## config.mk

```make
export PLATFORM = sky130hd
export DESIGN_NAME = adc_dispatch_arbiter
export DESIGN_NICKNAME = d
export VERILOG_FILES = /design/src/rtl/adc_dispatch_arbiter.sv
export SDC_FILE = /design/constraint.sdc
export NUM_CORES = 1
export LEC_CHECK = 0
export ABC_AREA = 1
export CORE_UTILIZATION = 48
export CTS_BUF_LIST = sky130_fd_sc_hd__clkbuf_16
export DETAILED_ROUTE_END_ITERATION = 7
export PLACE_DENSITY_LB_ADDON = 0.2
export SYNTH_ARGS = -nofsm -noshare
export SYNTH_HDL_FRONTEND = slang
export SYNTH_SLANG_ARGS = --single-unit
```

## constraint.sdc

```tcl
create_clock -name clk -period 6.26 [get_ports clk]
set_input_delay 1.565 -clock clk [delete_from_list [all_inputs] [get_ports clk]]
set_output_delay 1.565 -clock clk [all_outputs]
set_load 0.005 [all_outputs]
```

## src/rtl/adc_dispatch_arbiter.sv

```systemverilog
// Collects one-shot samples from N_CH ADC lanes into per-lane holding registers
// and dispatches them round-robin through a single stall-able output register.
module adc_dispatch_arbiter #(
    parameter int N_CH = 8,
    parameter int DW   = 16
) (
    input  logic                     clk,
    input  logic                     rst,
    input  logic                     i_enable,
    input  logic [N_CH*DW-1:0]       i_data,
    input  logic [N_CH-1:0]          i_rdy,
    input  logic                     i_ready,
    input  logic                     i_ovf_clr,
    output logic [DW-1:0]            o_data,
    output logic [$clog2(N_CH)-1:0]  o_chan,
    output logic                     o_valid,
    output logic [7:0]               o_seq,
    output logic [N_CH-1:0]          o_ovf,
    output logic                     o_busy
);

    localparam int CW = $clog2(N_CH);

    typedef enum logic [1:0] {IDLE, RUN, DRAIN} state_t;

    state_t          state, state_nx;
    logic [N_CH-1:0] pend, pend_nx;
    logic [DW-1:0]   hold [N_CH];
    logic [CW-1:0]   ptr;
    logic [CW-1:0]   grant;
    logic [CW-1:0]   scan;
    logic            grant_vld;
    logic            free;
    logic [N_CH-1:0] grant_mask;
    logic [N_CH-1:0] capture;
    logic [N_CH-1:0] take;
    logic [N_CH-1:0] ovf_set;
    logic [7:0]      seq_cnt;

    always_ff @(posedge clk or posedge rst) begin
        if (rst) begin
            state <= IDLE;
        end else begin
            state <= state_nx;
        end
    end

    always_comb begin
        state_nx = state;
        case (state)
            IDLE:    if (i_enable) state_nx = RUN;
            RUN:     if (!i_enable) state_nx = DRAIN;
            DRAIN: begin
                if (i_enable)
                    state_nx = RUN;
                else if (pend == '0 && !o_valid)
                    state_nx = IDLE;
            end
            default: state_nx = IDLE;
        endcase
    end

    // Round-robin search starting at ptr; index wraps naturally as N_CH is a power of 2.
    always_comb begin
        free       = !o_valid || i_ready;
        grant      = '0;
        grant_vld  = 1'b0;
        scan       = '0;
        grant_mask = '0;
        if (free) begin
            for (int unsigned i = 0; i < N_CH; i++) begin
                scan = ptr + CW'(i);
                if (!grant_vld && pend[scan]) begin
                    grant     = scan;
                    grant_vld = 1'b1;
                end
            end
        end
        if (grant_vld)
            grant_mask[grant] = 1'b1;
        capture = (state == RUN) ? i_rdy : '0;
        // A lane granted this cycle frees its holding register, so a new sample there is kept.
        ovf_set = capture & pend & ~grant_mask;
        take    = capture & ~ovf_set;
        pend_nx = (pend & ~grant_mask) | take;
    end

    always_ff @(posedge clk or posedge rst) begin
        if (rst) begin
            pend    <= '0;
            ptr     <= '0;
            o_data  <= '0;
            o_chan  <= '0;
            o_valid <= 1'b0;
            o_seq   <= '0;
            o_ovf   <= '0;
            seq_cnt <= '0;
            for (int unsigned k = 0; k < N_CH; k++)
                hold[k] <= '0;
        end else begin
            pend  <= pend_nx;
            o_ovf <= (i_ovf_clr ? '0 : o_ovf) | ovf_set;
            if (grant_vld) begin
                o_data  <= hold[grant];
                o_chan  <= grant;
                o_valid <= 1'b1;
                o_seq   <= seq_cnt;
                seq_cnt <= seq_cnt + 8'd1;
                ptr     <= grant + CW'(1);
            end else if (free) begin
                o_valid <= 1'b0;
            end
            for (int unsigned k = 0; k < N_CH; k++)
                if (take[k])
                    hold[k] <= i_data[k*DW +: DW];
        end
    end

    assign o_busy = (state != IDLE) || o_valid;

endmodule

```

# == Word level (Yosys, flattened, before mapping) ==
# Index checks and enable logic that the tools add are counted.
# op_classes
div_mod_pow,0
n_eq_ne,5
magnitude_cmp,11
n_bitwise,9
muxes,56
n_mul,0
shifts,0
add_sub_neg,9
reduce_logical,24
# ops
operator,count
binary-select mux 16 bit (select 3 bit),1
less-than comparator 3 x 4 -> 1 bit (second input constant),9
bitwise AND 8 bit,4
2-to-1 mux 16 bit,2
2-to-1 mux 1 bit,27
2-to-1 mux 3 bit,9
binary-select mux 1 bit (select 3 bit),8
2-to-1 mux 8 bit,3
inverter 8 bit,2
bitwise OR 8 bit,2
adder 3 bit (second input constant),4
logical AND 1 bit,9
adder 8 x 1 -> 8 bit (second input constant),1
zero test 1 bit,8
zero test 8 bit,1
2-to-1 mux 2 bit,4
adder 3 x 1 -> 3 bit (second input constant),2
adder 3 x 2 -> 3 bit (second input constant),2
case mux 2 bit (3 select lines),1
greater-or-equal comparator 4 bit (second input constant),1
inequality test 2 bit (second input constant),2
inverter 3 -> 4 bit,1
nonzero test 2 bit,2
demux 1 bit (select 3 bit),1
other kinds (7),8
# word_totals
wordCells,131
romBits,0
ram_bits,0
mem_count,0
regBits,185
inputBits,141
latch_bits,0

# == Longest topological paths before layout ==
# depth
ltp_word,42
mapped_depth,25

# == Worst setup path before layout ==
# No wires, ideal clock.
# synth_path
kind,reg2reg
start,register ptr[0]
end,register hold[32] (netlist name)
t_arrival_ps,2875
setup_ps,117
stages_incl_launch_ff,22
path_slack_ps,3268
synth_period_minus_slack_ps,2992
cell_sequence,dfrtp_1 -> buf_6 -> inv_2 -> buf_6 -> ha_1 -> clkbuf_1 -> inv_1 -> nand3_1 -> nand3_1 -> nand2_2 -> nor2_8 -> nand4_4 -> nor2_4 -> nand3_2 -> a21oi_1 -> buf_4 -> nand3_2 -> nand2_4 -> nand2_4 -> buf_6 -> nand2_1 -> nand2_1
# synth_via
elab_chain_cells,41
elab_cells_between_ends,72
# synth_lines
element,line,rtl
start: declaration,29,logic [CW-1:0] ptr;
start signal: assignment,109,ptr <= grant + CW'(1);
"parallel branches: the longest is 36 deep, another holds adder 3 x 1 -> 3 bit",-,
2-to-1 mux 8 bit (*),79,if (grant_vld)
inverter 8 bit (*),83,ovf_set = capture & pend & ~grant_mask;
bitwise AND 8 bit (*),83,
inverter 8 bit (*),84,take = capture & ~ovf_set;
bitwise AND 8 bit (*),84,
end signal: indexed assignment,115,hold[k] <= i_data[k*DW +: DW];
end: declaration,28,logic [DW-1:0] hold [N_CH];
# Mark *: on every way between the ends. The select of a mux whose other input is x is not followed.
# A chain may end at the register's enable or synchronous reset.

# == Worst setup path in the final report ==
# layout_path
start,register ptr[0]
end,register hold[88] (netlist name)
# The elaborated chain is that of the path after synthesis.

==> results.yml <==
placed_design:
  portBuffers: 177
  post-dp-hpwl_um: 19690
  place_area_um2: 11520
  place_ws_ns: 1.986
  place.gp.congestion: 0.8927
worst_setup_path:
  required_ns: 6.59
  rrSetupSlack_ns: 1.90
  r2r_cells: 20
  path_cells: "inv_2 > ha_1 > inv_1 > nand3_1 > nand3_1 > nand2_2 > nor2_8 > nand4_4 > nor2_4 > nand3_2 > nand2_1 > inv_1 > nand2_2 > nand2_4 > inv_2 > nand3_2 > nand2_2 > nand2_4 > nand2_1 > nand2_1"
  crit-reg2reg-launch: "ptr[0]"
  cp_slowest_cell: "dfrtp_1"
  cp-start-kind: "flip-flop"
  path_class: "reg -> reg"
  path_max_fanout: 41
  reg2reg_to: "hold[88]"
  cpPeakStageDelay_ns: 0.57
  endpoint_kind: "flip-flop"
  cp.arrival_ns: 4.68
synth:
  ys_warn_count: 0
  synthCells: 1297
  avgSynthCellArea_um2: 7.506
  ys_types: 33
  ys_ff_latch: 185
  syn_nets: 1441
  syn-cell-area_um2: 9736
  seq_area_frac_synth_pct: 47.55
sta:
  fmax_mhz: 229.5
  maxSlewHeadroom_pct: 18.65
  post-route-period-util_pct: 69.62
  clock_skew_ns: 0.009105
  period_needed_ns: 4.358
  finalSetupViolations: 0
  hold_violations: 0
  slew_viol_final: 0
  tightest_slew_ns: 1.220
  finalSetupTns_ns: 0
  setup_ws_ns: 1.902
  rsz0062_at_grt: "false"
worst_hold_path:
  hp-class: "reg -> reg"
  hp-start: "hold[98]"
  hold_depth: 2
  hold_end: "hold[98]"
outcome:
  status: "completed"
routing:
  vias_per_cell: 5.304
  wirelength_um: 27710
  drc_errors: 0
  firstDrtPassIters: 5
  drt-initial-drc-count: 757
  drt.antenna.violating_nets: 0
  wire_per_inst_um: 16.18
  via_count: 9086
clock_tree:
  clk_pin_slew_worst_paths_ns: 0.07
  clock_latency_ns: 0.44
  ctsHoldBuffers: 0
  htree_levels: 4
  cts_made_buffers: 17
  cts_tree: "done"
  cts_setup_buffers: 0
  cts-root-buf: "clkbuf_16"
  cts_buffer_depth: 2
  cts.sinks: 185
  cts_resized: 0
final_layout:
  area_growth_pct: 24.08
  design_area_um2: 12080
  num_antenna_cells: 0
  layout-drive-gt1-share_pct: 5.663
  nNetsFinal: 1579
power:
  p_comb_share_pct: 59.7
  p_leak_nw: 6.273
  pwr_density_cell_nw_per_um2: 656.5
  power_frac_seq_pct: 27.1
  switching_share_pct: 52.16
  clkPwrFrac_pct: 13.2
  peakVddDrop_mv: 0.4948
  p_int_mw: 3.795
  switchingPower_mw: 4.137
global_route:
  grt_pass1_vias: 8681
  antenna_found_initial: 0
  grt-ovfl-total: 0
  track_usage_pct: 28.11
  grt_max_degree: 186
  grt_pass1_wl_um: 44390
floorplan:
  fp.coreArea_um2: 19650
  start_util_pct: 49.54
  die_y_um: 144.4
  num_rows: 51
  die_w_um: 144.4
  die-area_um2: 20860
  io_pins: 178
run:
  maxCapViolations: 0
## cells by family (layout without fill, tap and decap cells)
group / count (synthesis) / after routing / share of synthesized area (%)
adders and majority gates: 3 / 3 / 0.3856
and+or+nand+nor: 905 / 905 / 41.58
buffers and inverters: 166 / 317 / 7.853
DFF: 185 / 185 / 47.55
AOI/OAI and AO/OA: 27 / 27 / 1.645
xor gates and xnor gates: 11 / 11 / 0.9897
## how the worst max path moves through the flow
stage                        from       end  cells after the start
after global routing       ptr[0]   hold[7]                     18
after CTS                  ptr[0]  hold[88]                     20
final                      ptr[0]  hold[88]                     20
after global placement    i_ready  hold[88]                     12
after detailed placement   ptr[0]  hold[88]                     20
after floorplan               rst   hold[0]                      1
## cell type report
cell class              count  area [um^2]
inverters                 102        386.6
well taps                 265        331.6
fillers                  1869         7574
clock buffers              17        425.4
multi-input cells         946         4342
flip-flops and latches    185         4629
clock inverters            15        136.4
repair buffers            183         1829
## power groups by stage
stage	sequential, mW	combinational [mW]	clock [mW]
global route	2.20	5.33	1.10
global placement	2.15	4.62	0
finish	2.15	4.73	1.05
floorplan	2.02	3.61	0
CTS	2.14	4.72	1.05
detailed placement	2.15	4.69	0
## worst max-delay path: cells and delay by family, from the launching register on
kind	cells	cell delay, ns
buffers and inverters	4	0.96
flip-flops	1	0.57
adder cells (fa/ha/maj)	1	0.44
AND/OR/NAND/NOR	15	2.22
## synthesized netlist by cell type (all sizes together)
master  instances  share of area [%]
a21oi           2               0.10
buf            42                3.1
clkbuf         22               0.85
clkinv          6               0.23
dfrtp         185                 48
ha              3               0.39
inv            96                3.7
nand2         586                 24
nand3         272                 15
nand3b         17                1.3
nand4           5               0.48
nor2           21                1.1
nor3            4               0.21
o211ai          1              0.077
o21ai          16               0.94
o21bai          1              0.077
o22ai           7               0.45
xnor2           2               0.18
xor2            9               0.81
## cells in the final DEF, fill, tap and decap left out, types with 8 or more instances in the layout
cell type        instances
clkbuf_16               17
clkdlybuf4s50_1        177
clkinv_1                 8
dfrtp_1                185
inv_1                   90
nand2_1                563
nand2_2                 10
nand2_4                 13
nand3_1                261
nand3_2                 10
nand3b_1                17
nor2_1                  17
o21ai_0                 14
xor2_1                   9
## metrics by stage
step | instances | utilization (%) | hold slack, ns | power [mW]
final | 1713 | 61.47 | 0.4709 | 7.931
after global routing | 1713 | 61.47 | 0.4830 | 8.634
after CTS | 1713 | 61.47 | 0.4666 | 7.911
after detailed placement | 1681 | 58.61 | 0.4493 | 6.847
after global placement | 1681 | 58.61 | 0.4455 | 6.766
after floorplan | 1297 | - | 0.4332 | 5.636
## layer usage
metal	up-vias	track usage, %	wire length, um
met1	4323	37.43	11820
met4	0	10.19	824
met2	321	46.23	13450
li1	4390	-	-
met5	-	0	0
met3	52	4.503	1618
## state kept, by name (all words and copies together) (netlist names), 2 cells and up
name     count
seq_cnt      8
o_seq        8
hold       128
o_ovf        8
o_chan       3
o_data      16
pend         8
ptr          3
state        2
(Power assumes the default switching activity.)
